## src/rtl/dac_tx_ctrl_if.sv

```systemverilog
// Sample-stream and FIFO write-port bundle for dac_tx_ctrl.
// master = the controller, slave = host stream source plus FIFO.
interface dac_tx_ctrl_if;
    logic        s_valid;
    logic [31:0] s_data;
    logic        s_ready;
    logic        data_we;
    logic [31:0] data_in;
    logic [15:0] fifo_data_cnt;
    logic        fifo_full;
    logic        fifo_empty;

    modport master (
        input  s_valid, s_data, fifo_data_cnt, fifo_full, fifo_empty,
        output s_ready, data_we, data_in
    );

    modport slave (
        output s_valid, s_data, fifo_data_cnt, fifo_full, fifo_empty,
        input  s_ready, data_we, data_in
    );
endinterface

```

## src/rtl/dac_tx_ctrl.sv

```systemverilog
// DAC transmit FIFO write sequencer: zero-fill while idle, host or ramp data in bursts.
// Optional ramp source is built only when DAC_TX_CTRL_TONE_EN is defined.
module dac_tx_ctrl #(
    parameter logic [15:0] IDLE_LEVEL = 16'd512,
    parameter logic [15:0] HIGH_LEVEL = 16'd30720
) (
    input  logic               clk,
    input  logic               reset,
    input  logic               start,
    input  logic               abort,
    input  logic [31:0]        burst_len,
    input  logic               pattern_sel,
    dac_tx_ctrl_if.master      bus,
    output logic               busy,
    output logic               done,
    output logic               underrun,
    input  logic               underrun_clr,
    output logic [15:0]        underrun_cnt
);

    typedef enum logic {IDLE, RUN} state_t;

    state_t      state;
    logic [31:0] remaining;
    logic        empty_q;
    logic        room;
    logic        zfill;
    logic        tone;
    logic        accept;
    logic        wr;
    logic        ev;
    logic [31:0] wr_data;

    assign room  = (bus.fifo_data_cnt < HIGH_LEVEL) && !bus.fifo_full;
    assign zfill = (bus.fifo_data_cnt < IDLE_LEVEL) && !bus.fifo_full;

`ifdef DAC_TX_CTRL_TONE_EN
    logic [15:0] ramp;

    assign tone    = pattern_sel;
    assign wr_data = tone ? {ramp, ~ramp} : bus.s_data;

    always_ff @(posedge clk) begin
        if (reset)
            ramp <= 16'd0;
        else if (state == IDLE && start && !abort)
            ramp <= 16'd0;
        else if (wr && tone)
            ramp <= ramp + 16'd1;
    end
`else
    logic unused_pattern_sel;

    assign unused_pattern_sel = pattern_sel;
    assign tone               = 1'b0;
    assign wr_data            = bus.s_data;
`endif

    assign bus.s_ready = (state == RUN) && room && !abort && !tone;
    assign accept      = bus.s_valid && bus.s_ready;
    // Ramp source writes on its own whenever there is room; host writes need a handshake.
    assign wr          = tone ? ((state == RUN) && room && !abort) : accept;
    assign ev          = (state == RUN) && bus.fifo_empty && !empty_q;

    always_ff @(posedge clk) begin
        if (reset) begin
            state       <= IDLE;
            remaining   <= 32'd0;
            bus.data_we <= 1'b0;
            bus.data_in <= 32'd0;
            busy        <= 1'b0;
            done        <= 1'b0;
        end else begin
            done <= 1'b0;
            case (state)
                IDLE: begin
                    bus.data_we <= zfill;
                    if (zfill)
                        bus.data_in <= 32'd0;
                    if (start && !abort) begin
                        state     <= RUN;
                        busy      <= 1'b1;
                        remaining <= burst_len;
                    end
                end
                RUN: begin
                    bus.data_we <= wr;
                    if (wr)
                        bus.data_in <= wr_data;
                    // remaining stays 0 for the whole of a continuous burst
                    if (abort) begin
                        state <= IDLE;
                        busy  <= 1'b0;
                    end else if (wr && remaining != 32'd0) begin
                        remaining <= remaining - 32'd1;
                        if (remaining == 32'd1) begin
                            state <= IDLE;
                            busy  <= 1'b0;
                            done  <= 1'b1;
                        end
                    end
                end
                default: state <= IDLE;
            endcase
        end
    end

    always_ff @(posedge clk) begin
        if (reset) begin
            empty_q      <= 1'b0;
            underrun     <= 1'b0;
            underrun_cnt <= 16'd0;
        end else begin
            empty_q <= bus.fifo_empty;
            if (ev) begin
                underrun <= 1'b1;
                if (underrun_clr)
                    underrun_cnt <= 16'd1;
                else if (underrun_cnt != 16'hFFFF)
                    underrun_cnt <= underrun_cnt + 16'd1;
            end else if (underrun_clr) begin
                underrun     <= 1'b0;
                underrun_cnt <= 16'd0;
            end
        end
    end

endmodule

```

## src/flat_wrapper.sv

```systemverilog
// flat-port wrapper written by rule: the top's interface ports become plain ports
module dac_tx_ctrl_flat 
#(
    parameter logic [15:0] IDLE_LEVEL = 16'd512,
    parameter logic [15:0] HIGH_LEVEL = 16'd30720
)
  (clk, reset, start, abort, burst_len, pattern_sel, busy, done, underrun, underrun_clr, underrun_cnt, bus_s_valid, bus_s_data, bus_fifo_data_cnt, bus_fifo_full, bus_fifo_empty, bus_s_ready, bus_data_we, bus_data_in);
  dac_tx_ctrl_if bus_i ();
  input  logic clk;
  input  logic reset;
  input  logic start;
  input  logic abort;
  input  logic [31:0] burst_len;
  input  logic pattern_sel;
  output logic busy;
  output logic done;
  output logic underrun;
  input  logic underrun_clr;
  output logic [15:0] underrun_cnt;
  input wire logic [$bits(bus_i.s_valid)-1:0] bus_s_valid;
  input wire logic [$bits(bus_i.s_data)-1:0] bus_s_data;
  input wire logic [$bits(bus_i.fifo_data_cnt)-1:0] bus_fifo_data_cnt;
  input wire logic [$bits(bus_i.fifo_full)-1:0] bus_fifo_full;
  input wire logic [$bits(bus_i.fifo_empty)-1:0] bus_fifo_empty;
  output wire logic [$bits(bus_i.s_ready)-1:0] bus_s_ready;
  output wire logic [$bits(bus_i.data_we)-1:0] bus_data_we;
  output wire logic [$bits(bus_i.data_in)-1:0] bus_data_in;
  assign bus_i.s_valid = bus_s_valid;
  assign bus_i.s_data = bus_s_data;
  assign bus_i.fifo_data_cnt = bus_fifo_data_cnt;
  assign bus_i.fifo_full = bus_fifo_full;
  assign bus_i.fifo_empty = bus_fifo_empty;
  assign bus_s_ready = bus_i.s_ready;
  assign bus_data_we = bus_i.data_we;
  assign bus_data_in = bus_i.data_in;
  dac_tx_ctrl #(.IDLE_LEVEL(IDLE_LEVEL), .HIGH_LEVEL(HIGH_LEVEL)) u_core (.clk(clk), .reset(reset), .start(start), .abort(abort), .burst_len(burst_len), .pattern_sel(pattern_sel), .bus(bus_i), .busy(busy), .done(done), .underrun(underrun), .underrun_clr(underrun_clr), .underrun_cnt(underrun_cnt));
endmodule
```

## config.mk

```make
export PLATFORM = sky130hd
export DESIGN_NAME = dac_tx_ctrl_flat
export DESIGN_NICKNAME = d
export VERILOG_FILES = /design/src/rtl/dac_tx_ctrl_if.sv /design/src/rtl/dac_tx_ctrl.sv /design/src/flat_wrapper.sv
export SDC_FILE = /design/constraint.sdc
export NUM_CORES = 1
export LEC_CHECK = 0
export ABC_AREA = 1
export ABC_CLOCK_PERIOD_IN_PS = 2100
export CAP_MARGIN = 10
export CORE_MARGIN = 5
export CORE_UTILIZATION = 48
export DETAILED_ROUTE_END_ITERATION = 7
export PLACE_DENSITY = 0.81
export SKIP_CTS_REPAIR_TIMING = 1
export SKIP_LAST_GASP = 1
export SLEW_MARGIN = 20
export SYNTH_ARGS = -nofsm -noshare
export SYNTH_HDL_FRONTEND = slang
export SYNTH_SLANG_ARGS = --single-unit
export TNS_END_PERCENT = 5
```

## constraint.sdc

```tcl
create_clock -name clk -period 2.1 [get_ports clk]
set_input_delay 0.21 -clock clk [delete_from_list [all_inputs] [get_ports clk]]
set_output_delay 0.21 -clock clk [all_outputs]
set_load 0.02 [all_outputs]
```

==> results by group, run 1 <==
Synth
  • Fraction of registers with async set or reset after synthesis: 0
  • Post-Syn Nets: between 800 and 900
  • Register bit total from synthesis: 86
  • Post-Syn Area: 0.00473 mm^2
  • Dominant cell type by area after synthesis: dfxtp_1
  • Warnings from Yosys: 0
  • EDFF count, synth: 0
  • Synth top area cells: dfxtp_1 (36%), nand2_1 (14%), nor2_1 (9.6%)
  • Sequential fraction of the synthesis area: 0.364
  • Avg Inst Size Synth: 6.43 um^2
  • Synth unique cells: 36
  • Most used DFF post-synth: dfxtp_1
  • Yosys top cell area share: 0.364
  • Mapped Cells: 736

Drt
  • DR iter-0 viols: between 300 and 400
  • Drt total wl: ~14 mm
  • Residual DRC: 0
  • WL/cell: 14.1 um
  • Pre-antenna DRT Iters: 6
  • Vias per cell: 5.31
  • Vias: 5306
  • Routed Antenna Nets: 0

Timing
  • Maximum operating frequency: 520 MHz
  • RSZ-0062 raised after global routing: false
  • Slew headroom: 0.478
  • Final Hold Viols: 0
  • Worst Skew: 0.0132 ns
  • Crit path time final: 1.92 ns
  • Final setup fails: 0
  • Fin worst setup slack: 0.176 ns
  • Slew of the pin with the lowest slew margin: 0.780 ns
  • Post-Route Setup TNS: 0 ns
  • Slew Limit Fails: 0
  • Final Cycle Share: 0.916

Pwr
  • Leakage power: 2.55 nW
  • Power Density: 621 mW/mm^2
  • IR Drop Worst-Case VDD: 0.328 mV

Cells and area
  • # diodes: 0
  • Area growth, synth to finish: 35.8%
  • Nets: 954
  • Finished Cell Area: between 0.006 and 0.007 mm^2
  • Finished Core Util: 0.664
  • Commonest non-fill, non-tap cells in the layout: nand2_1 (178), clkdlybuf4s50_1 (131), nor2_1 (121)
  • Commonest non-fill, non-tap cell in the layout: nand2_1
  • Share of cells above drive strength 1: 0.0739

CTS
  • Worst-skew pair later-pin latency: approximately 0.36 ns
  • Clock tree buffer depth: 2
  • Clk slew on worst S/H paths: 0.10 ns
  • Clk sink count: 86
  • Root Driver: clkbuf_8
  • H-tree levels: 3
  • CTS Buf Count: 9
  • CTS tree: built

Floorplan
  • Die Ht: 109 um
  • Initial Utilization: 0.489
  • Core ar.: 0.00968 mm^2
  • Site Rows: 36
  • Number of I/O pins: 142
  • Die Wd: 109 um
  • Die area: 0.0119 mm^2

Place
  • Placed Area: 0.00619 mm^2
  • Pre-CTS setup slack: 0.0598 ns
  • RD Place Congestion: 0.909
  • Detail Placement HPWL: between 10 and 15 mm
  • Port Buffers: 131

Setup path
  • Maximum fanout along the worst path: 4
  • Setup crit end kind: primary output
  • Critical Path AT: 1.71 ns
  • CP required: 1.89 ns
  • CP startpoint: u_core.state
  • Reg2Reg Launch Point: u_core.remaining[22]
  • Startpoint Class: flip-flop
  • Crit Path Class: reg -> out

Min path
  • Worst min path class: in -> reg
  • Hold Path Origin: bus_s_data[28]

GRT
  • First-pass GRT wire length: 23.0 mm
  • Largest net degree at the start of global routing: 49
  • Initial antenna violation count: 0
  • Grt total ovfl: 0
  • Vias in the first global route: just over 5000
  • GRT Total Usage: 0.236

Job
  • Max_cap viols: 0

Status
  • Status: finished, final reports clean
## area by class of cell
type | instances | area, um^2
fillers | 865 | 3260
multi-input cells | 565 | 2660
flip-flops and latches | 86 | 1720
repair buffers | 146 | 1450
inverters | 53 | 204
well taps | 133 | 166
clock buffers | 9 | 124
clock inverters | 7 | 105
## cells in the mapped netlist, types with 7 or more instances
master	n
xor2_1	7
nor2_2	7
inv_1	49
o21ai_0	64
nand2_1	178
o21ai_1	15
nor2_1	121
nand2_2	8
a21oi_1	32
dfxtp_1	86
nand4_1	17
nor3_1	14
clkbuf_1	24
nand3_1	71
## kinds of logic (layout without fill, tap and decap cells)
kind of cell             Yosys count  count (layout)  synth area share
AND/OR/NAND/NOR                  431             431             0.399
XOR/XNOR                           7               7            0.0130
flip-flops                        86              86             0.364
adder cells (fa/ha/maj)            4               4            0.0106
multiplexers                       1               1           0.00211
buffers and inverters             85             215            0.0759
AO/OA/AOI/OAI                    122             122             0.136
## critical path, cell delays in order, from the launching register on
cell and delay (ns):
dfxtp_2 0.36, nand2_1 0.10, nor3_1 0.13, nand2_1 0.10, inv_1 0.06, clkdlybuf4s50_1 0.60
## through the flow
stage	cells	total power, mW	hold WS (ns)
5_1_grt	999	4.19	0.388
6_report	999	3.99	0.390
2_1_floorplan	736	2.34	0.286
4_1_cts	999	3.99	0.380
3_5_place_dp	983	2.65	0.464
3_3_place_gp	983	2.63	0.458
## report_power, final
group          internal (mW)  switching [mW]
sequential              1.69          0.0687
combinational          0.367           0.507
clock                  0.692           0.674
## final timing paths
check,endpoint,cells past startpoint,slack (ns)
worst max register to register,u_core.remaining[2],9,0.21
worst min register to register,u_core.bus.data_in[22],2,0.48
worst min-delay path,u_core.bus.data_in[28],3,0.39
worst max-delay path,bus_s_ready,5,0.18
## state kept, by name, indices dropped and copies added (netlist names)
| signal | count |
|---|---|
| u_core.empty_q | 1 |
| u_core.state | 1 |
| u_core.busy | 1 |
| u_core.underrun_cnt | 16 |
| u_core.bus.data_we | 1 |
| u_core.remaining | 32 |
| u_core.underrun | 1 |
| u_core.bus.data_in | 32 |
| u_core.done | 1 |
## layer usage
layer | track usage | part of all wire | vias to the layer above | wire length (um)
li1 | - | - | 2659 | -
met1 | 0.293 | 0.41 | 2416 | 5790
met2 | 0.410 | 0.51 | 207 | 7190
met3 | 0.0446 | 0.061 | 24 | 860
met4 | 0.0775 | 0.020 | 0 | 276
met5 | 0 | 0 | - | 0
Note: power is estimated with default switching activity, not from simulation.
==> run 2: changes to the inputs <==
--- a/config.mk
+++ b/config.mk
@@ -11,10 +11,9 @@
 export CORE_MARGIN = 5
 export CORE_UTILIZATION = 48
 export DETAILED_ROUTE_END_ITERATION = 7
-export PLACE_DENSITY = 0.81
+export PLACE_DENSITY = 0.86
 export SKIP_CTS_REPAIR_TIMING = 1
 export SKIP_LAST_GASP = 1
-export SLEW_MARGIN = 20
 export SYNTH_ARGS = -nofsm -noshare
 export SYNTH_HDL_FRONTEND = slang
 export SYNTH_SLANG_ARGS = --single-unit
==> run 2 against run 1 <==
Effect of this change:
- worst hold slack better by 0.0093 ns
- via count is 1.9% lower
- core utilization is 0.30 points higher
- critical path type is now in -> out
==> results by group, run 2 (synthesis gave the netlist of run 1 again) <==
Place
  • Placed cell count: 990
  • RD Place Congestion: between 0.9 and 1
  • Detail Placement HPWL: just under 10 mm
  • Port Buffers: between 100 and 150

Setup path
  • Startpoint Class: primary input
  • Crit Path Class: in -> out
  • Setup crit end kind: primary output
  • Crit-path cells: clkdlybuf4s50_1 > inv_1 > nand2_1 > nor3_1 > nand2_1 > inv_1 > clkdlybuf4s50_1
  • Crit-path max cell delay: 0.60 ns
  • Maximum fanout along the worst path: 2
  • Critical Path AT: around 1.7 ns
  • Worst path slowest cell: clkdlybuf4s50_1
  • CP required: 1.89 ns

Min path
  • Worst min path class: in -> reg

CTS
  • CTS tree: built
  • H-tree levels: 3
  • Clk slew on worst S/H paths: 0.09 ns
  • CTS Buf Count: 9
  • Root Driver: clkbuf_8
  • Clock tree buffer depth: 2
  • Worst-skew pair later-pin latency: between 0.3 and 0.4 ns
  • Clk sink count: 86

Timing
  • Crit path time final: 1.95 ns
  • Final setup fails: 0
  • Slew of the pin with the lowest slew margin: 0.415 ns
  • Slew headroom: 0.723
  • Worst Skew: between 0.015 and 0.02 ns
  • Maximum operating frequency: ~500 MHz
  • Final Cycle Share: 0.928
  • Final Hold Viols: 0
  • RSZ-0062 raised after global routing: false
  • Post-Route Setup TNS: 0 ns
  • Slew Limit Fails: 0

GRT
  • Largest net degree at the start of global routing: 39
  • Grt total ovfl: 0
  • Vias in the first global route: about 4800
  • Initial antenna violation count: 0
  • GRT Total Usage: 0.218
  • First-pass GRT wire length: approximately 21 mm

Pwr
  • Power Density: 601 mW/mm^2
  • IR Drop Worst-Case VDD: 0.408 mV
  • Sequential power share: 0.452
  • Leakage power: 2.57 nW
  • Clock Power Share: 0.320
  • Sw Ratio: 0.319
  • Internal power: 2.64 mW
  • Logic pwr share: 0.228
  • P_sw: between 1 and 1.5 mW

Drt
  • DR iter-0 viols: 289
  • Routed Antenna Nets: 0
  • WL/cell: 13.2 um
  • Vias per cell: around 5.2
  • Vias: 5206
  • Pre-antenna DRT Iters: 4
  • Residual DRC: 0
  • Drt total wl: 13.3 mm

Cells and area
  • Share of cells above drive strength 1: 0.0813
  • Commonest non-fill, non-tap cell in the layout: nand2_1
  • Non-Filler Instances: around 1000
  • # diodes: 0
  • Commonest non-fill, non-tap cells in the layout: nand2_1 (178), clkdlybuf4s50_1 (131), nor2_1 (121)
  • Top Registers: u_core.bus.data_in x32, u_core.remaining x32, u_core.underrun_cnt x16
  • Nets: 961
  • Area growth, synth to finish: 36.4%

Job
  • Max_cap viols: 0

Floorplan
  • Number of I/O pins: 142
  • Initial Utilization: 0.489
  • Die Ht: 109 um
  • Die area: 0.0119 mm^2
  • Die Wd: 109 um
  • Core ar.: 0.00968 mm^2
  • Site Rows: 36

Status
  • Status: finished, final reports clean
-- run 2: cell count changes in the layout (fill, tap and decap cells not counted), sizes merged --
cell      delta
buf          +7
clkinv       -2
inv          +2
bufinv       -1
clkinvlp     +1
-- run 2: layer usage --
metal | share of wire | wire (um) | up-vias | GRT usage
li1 | - | - | 2668 | -
met5 | 0 | 0 | - | 0
met1 | 0.43 | 5740 | 2359 | 0.274
met2 | 0.49 | 6580 | 162 | 0.382
met3 | 0.057 | 759 | 17 | 0.0399
met4 | 0.017 | 228 | 0 | 0.0614
-- run 2: power groups by stage --
stage	Combinational [mW]	Clock [mW]	Sequential, mW
6_report	0.883	1.24	1.75
5_1_grt	0.987	1.33	1.76
4_1_cts	0.877	1.28	1.75
3_5_place_dp	0.873	0	1.79
3_3_place_gp	0.858	0	1.79
2_1_floorplan	0.559	0	1.78
-- run 2: critical path: cells and delay by family --
family / cells / cell delay [ns]
buf+inv: 4 / 1.18
simple gates: 3 / 0.35
-- run 2: worst paths after layout --
check / slack [ns] / endpoint / start / cells after the start
worst min register to register: 0.47 / u_core.bus.data_in[28] / u_core.bus.data_in[28] / 2
worst max register to register: 0.28 / u_core.remaining[12] / u_core.remaining[12] / 9
worst max-delay path: 0.15 / bus_s_ready / abort / 7
worst min-delay path: 0.40 / u_core.bus.data_in[24] / bus_s_data[24] / 3
-- run 2: cell type report --
class,count,area [um^2]
fillers,866,3230
multi-input cells,565,2650
flip-flops and latches,86,1720
repair buffers,153,1500
inverters,53,204
well taps,133,166
clock buffers,9,124
clock inverters,7,86.3
-- run 2: stage by stage --
step	total power [mW]	setup WS (ns)	instance area (um^2)	hold slack, ns	utilization
global route	4.08	0.0718	6460	0.408	0.667
global placement	2.65	0.0571	6250	0.458	0.645
CTS	3.90	0.139	6460	0.381	0.667
floorplan	2.34	0.237	4730	0.286	-
detailed placement	2.66	0.0102	6250	0.466	0.645
finish	3.88	0.151	6460	0.399	0.667
==> run 3: changes to the inputs <==
--- a/config.mk
+++ b/config.mk
@@ -11,7 +11,7 @@
 export CORE_MARGIN = 5
 export CORE_UTILIZATION = 48
 export DETAILED_ROUTE_END_ITERATION = 7
-export PLACE_DENSITY = 0.86
+export PLACE_DENSITY = 0.88
 export SKIP_CTS_REPAIR_TIMING = 1
 export SKIP_LAST_GASP = 1
 export SYNTH_ARGS = -nofsm -noshare
==> run 3 against run 2 <==
Effect of this change:
- non-clock buffer count shrank 3
- sequential share of layout area increased by 0.12 points
- clock-buffer cell count unchanged
- combinational power barely moved
- sequential power is essentially flat
- core utilization fell by 0.30 points
- fmax up 8.3%
- via count rose by 0.52%
- die area unchanged
- total power is 3.0% lower
- clock power is 9% lower
- largest cell class unchanged
- largest power group unchanged
==> results by group, run 3 (synthesis gave the netlist of run 1 again) <==
Timing
  • Maximum operating frequency: 556 MHz
  • Slew of the pin with the lowest slew margin: 0.757 ns
  • Final Hold Viols: 0
  • RSZ-0062 raised after global routing: false
  • Slew Limit Fails: 0
  • Final Cycle Share: 0.857
  • Final setup fails: 0
  • Post-Route Setup TNS: 0 ns
  • Crit path time final: 1.80 ns
  • Worst Skew: 0.0123 ns
  • Worst hold margin: 0.392 ns
  • Slew headroom: 0.494

Cells and area
  • # diodes: 0
  • Top Registers: u_core.bus.data_in x32, u_core.remaining x32, u_core.underrun_cnt x16
  • Share of cells above drive strength 1: 0.0782
  • Finished Core Util: 0.664
  • Area growth, synth to finish: 35.8%
  • # fillers: 847
  • Finished Cell Area: 0.00643 mm^2
  • Commonest non-fill, non-tap cells in the layout: nand2_1 (178), clkdlybuf4s50_1 (130), nor2_1 (121)
  • Commonest non-fill, non-tap cell in the layout: nand2_1
  • Nets: between 900 and 1000

Pwr
  • Sw Ratio: 0.330
  • IR Drop Worst-Case VDD: approximately 0.43 mV
  • Leakage power: 2.56 nW
  • Internal power: 2.52 mW
  • Sequential power share: 0.465
  • Logic pwr share: 0.234
  • Tot Pwr: roughly 3.8 mW
  • Power Density: 585 mW/mm^2
  • P_sw: 1.24 mW
  • Clock Power Share: 0.301

Job
  • Max_cap viols: 0

Drt
  • WL/cell: between 10 and 15 um
  • Residual DRC: 0
  • Pre-antenna DRT Iters: 5
  • Routed Antenna Nets: 0
  • Vias: ~5200
  • Vias per cell: 5.22
  • DR iter-0 viols: 358
  • Drt total wl: 13.3 mm

CTS
  • CTS Buf Count: 9
  • H-tree levels: 3
  • Root Driver: clkbuf_8
  • Clock tree buffer depth: 2
  • CTS tree: built
  • Clk sink count: 86
  • Clk slew on worst S/H paths: roughly 0.1 ns
  • Worst-skew pair later-pin latency: 0.36 ns

Setup path
  • Crit Path Class: reg -> reg
  • Critical Path AT: about 2 ns
  • CP required: about 2.4 ns
  • Startpoint Class: flip-flop
  • Setup crit end kind: flip-flop
  • Maximum fanout along the worst path: 16

Floorplan
  • Number of I/O pins: 142
  • Die area: around 0.012 mm^2
  • Die Wd: 109 um
  • Core ar.: 0.00968 mm^2
  • Site Rows: 36
  • Die Ht: between 100 and 150 um
  • Initial Utilization: 0.489

GRT
  • Initial antenna violation count: 0
  • GRT Total Usage: 0.224
  • Largest net degree at the start of global routing: 42
  • Grt total ovfl: 0
  • First-pass GRT wire length: approximately 22 mm
  • Vias in the first global route: 4717

Place
  • Port Buffers: between 100 and 150
  • RD Place Congestion: 0.946
  • Placed Area: 0.00624 mm^2
  • Detail Placement HPWL: 9.78 mm

Status
  • Status: finished, final reports clean

Min path
  • Worst min path class: in -> reg
==> run 3: cell types whose count changed in the layout (fill, tap and decap cells not counted), sizes merged <==
cell,delta
bufinv,-1
buf,-3
inv,-1
clkdlybuf4s50,-1
dlymetal6s2s,+1
clkinvlp,+2
==> run 3: worst max-delay path, cell delays in order, from the launching register on <==
cell,delay (ns)
dfxtp_1,0.34
ha_1,0.21
nand3_1,0.12
inv_1,0.12
nand3_2,0.11
nor2_1,0.17
nand3_2,0.11
nand2_2,0.25
nor2_1,0.07
o21ai_0,0.14
nor2_1,0.05
==> run 3: layer usage <==
| metal | part of all wire | routed length (um) | track usage |
|---|---|---|---|
| met2 | 0.49 | 6490 | 0.369 |
| met1 | 0.42 | 5520 | 0.290 |
| met5 | 0 | 0 | 0 |
| met4 | 0.025 | 325 | 0.0819 |
| met3 | 0.069 | 917 | 0.0487 |
==> run 3: power by group through the flow <==
stage          Clock [mW]  Combinational [mW]  Sequential (mW)
2_1_floorplan           0               0.559             1.78
3_3_place_gp            0               0.855             1.79
3_5_place_dp            0               0.870             1.79
4_1_cts              1.16               0.877             1.75
5_1_grt              1.22               0.994             1.76
6_report             1.13               0.880             1.75
==> run 3: layout make-up <==
type | instances | area (um^2) | share of cell area
clock buffer | 9 | 124 | 0.0193
clock inverter | 7 | 65.1 | 0.0101
inverter | 53 | 204 | 0.0317
multi-input combinational | 565 | 2650 | 0.413
sequential | 86 | 1720 | 0.268
tap | 133 | 166 | 0.0259
timing repair buffer | 150 | 1490 | 0.232
==> run 3: stage by stage <==
step,setup WS (ns),std cells
global placement,0.131,987
finish,0.300,1003
detailed placement,0.0904,987
CTS,0.136,1003
global route,0.0566,1003
floorplan,0.237,736
==> run 3: worst paths after layout <==
kind	startpoint	endpoint	slack, ns	cells after the start
max reg2reg	u_core.underrun_cnt[0]	u_core.underrun_cnt[5]	0.30	10
min reg2reg	u_core.bus.data_in[25]	u_core.bus.data_in[25]	0.47	2
max	u_core.underrun_cnt[0]	u_core.underrun_cnt[5]	0.30	10
min	bus_s_data[29]	u_core.bus.data_in[29]	0.39	3
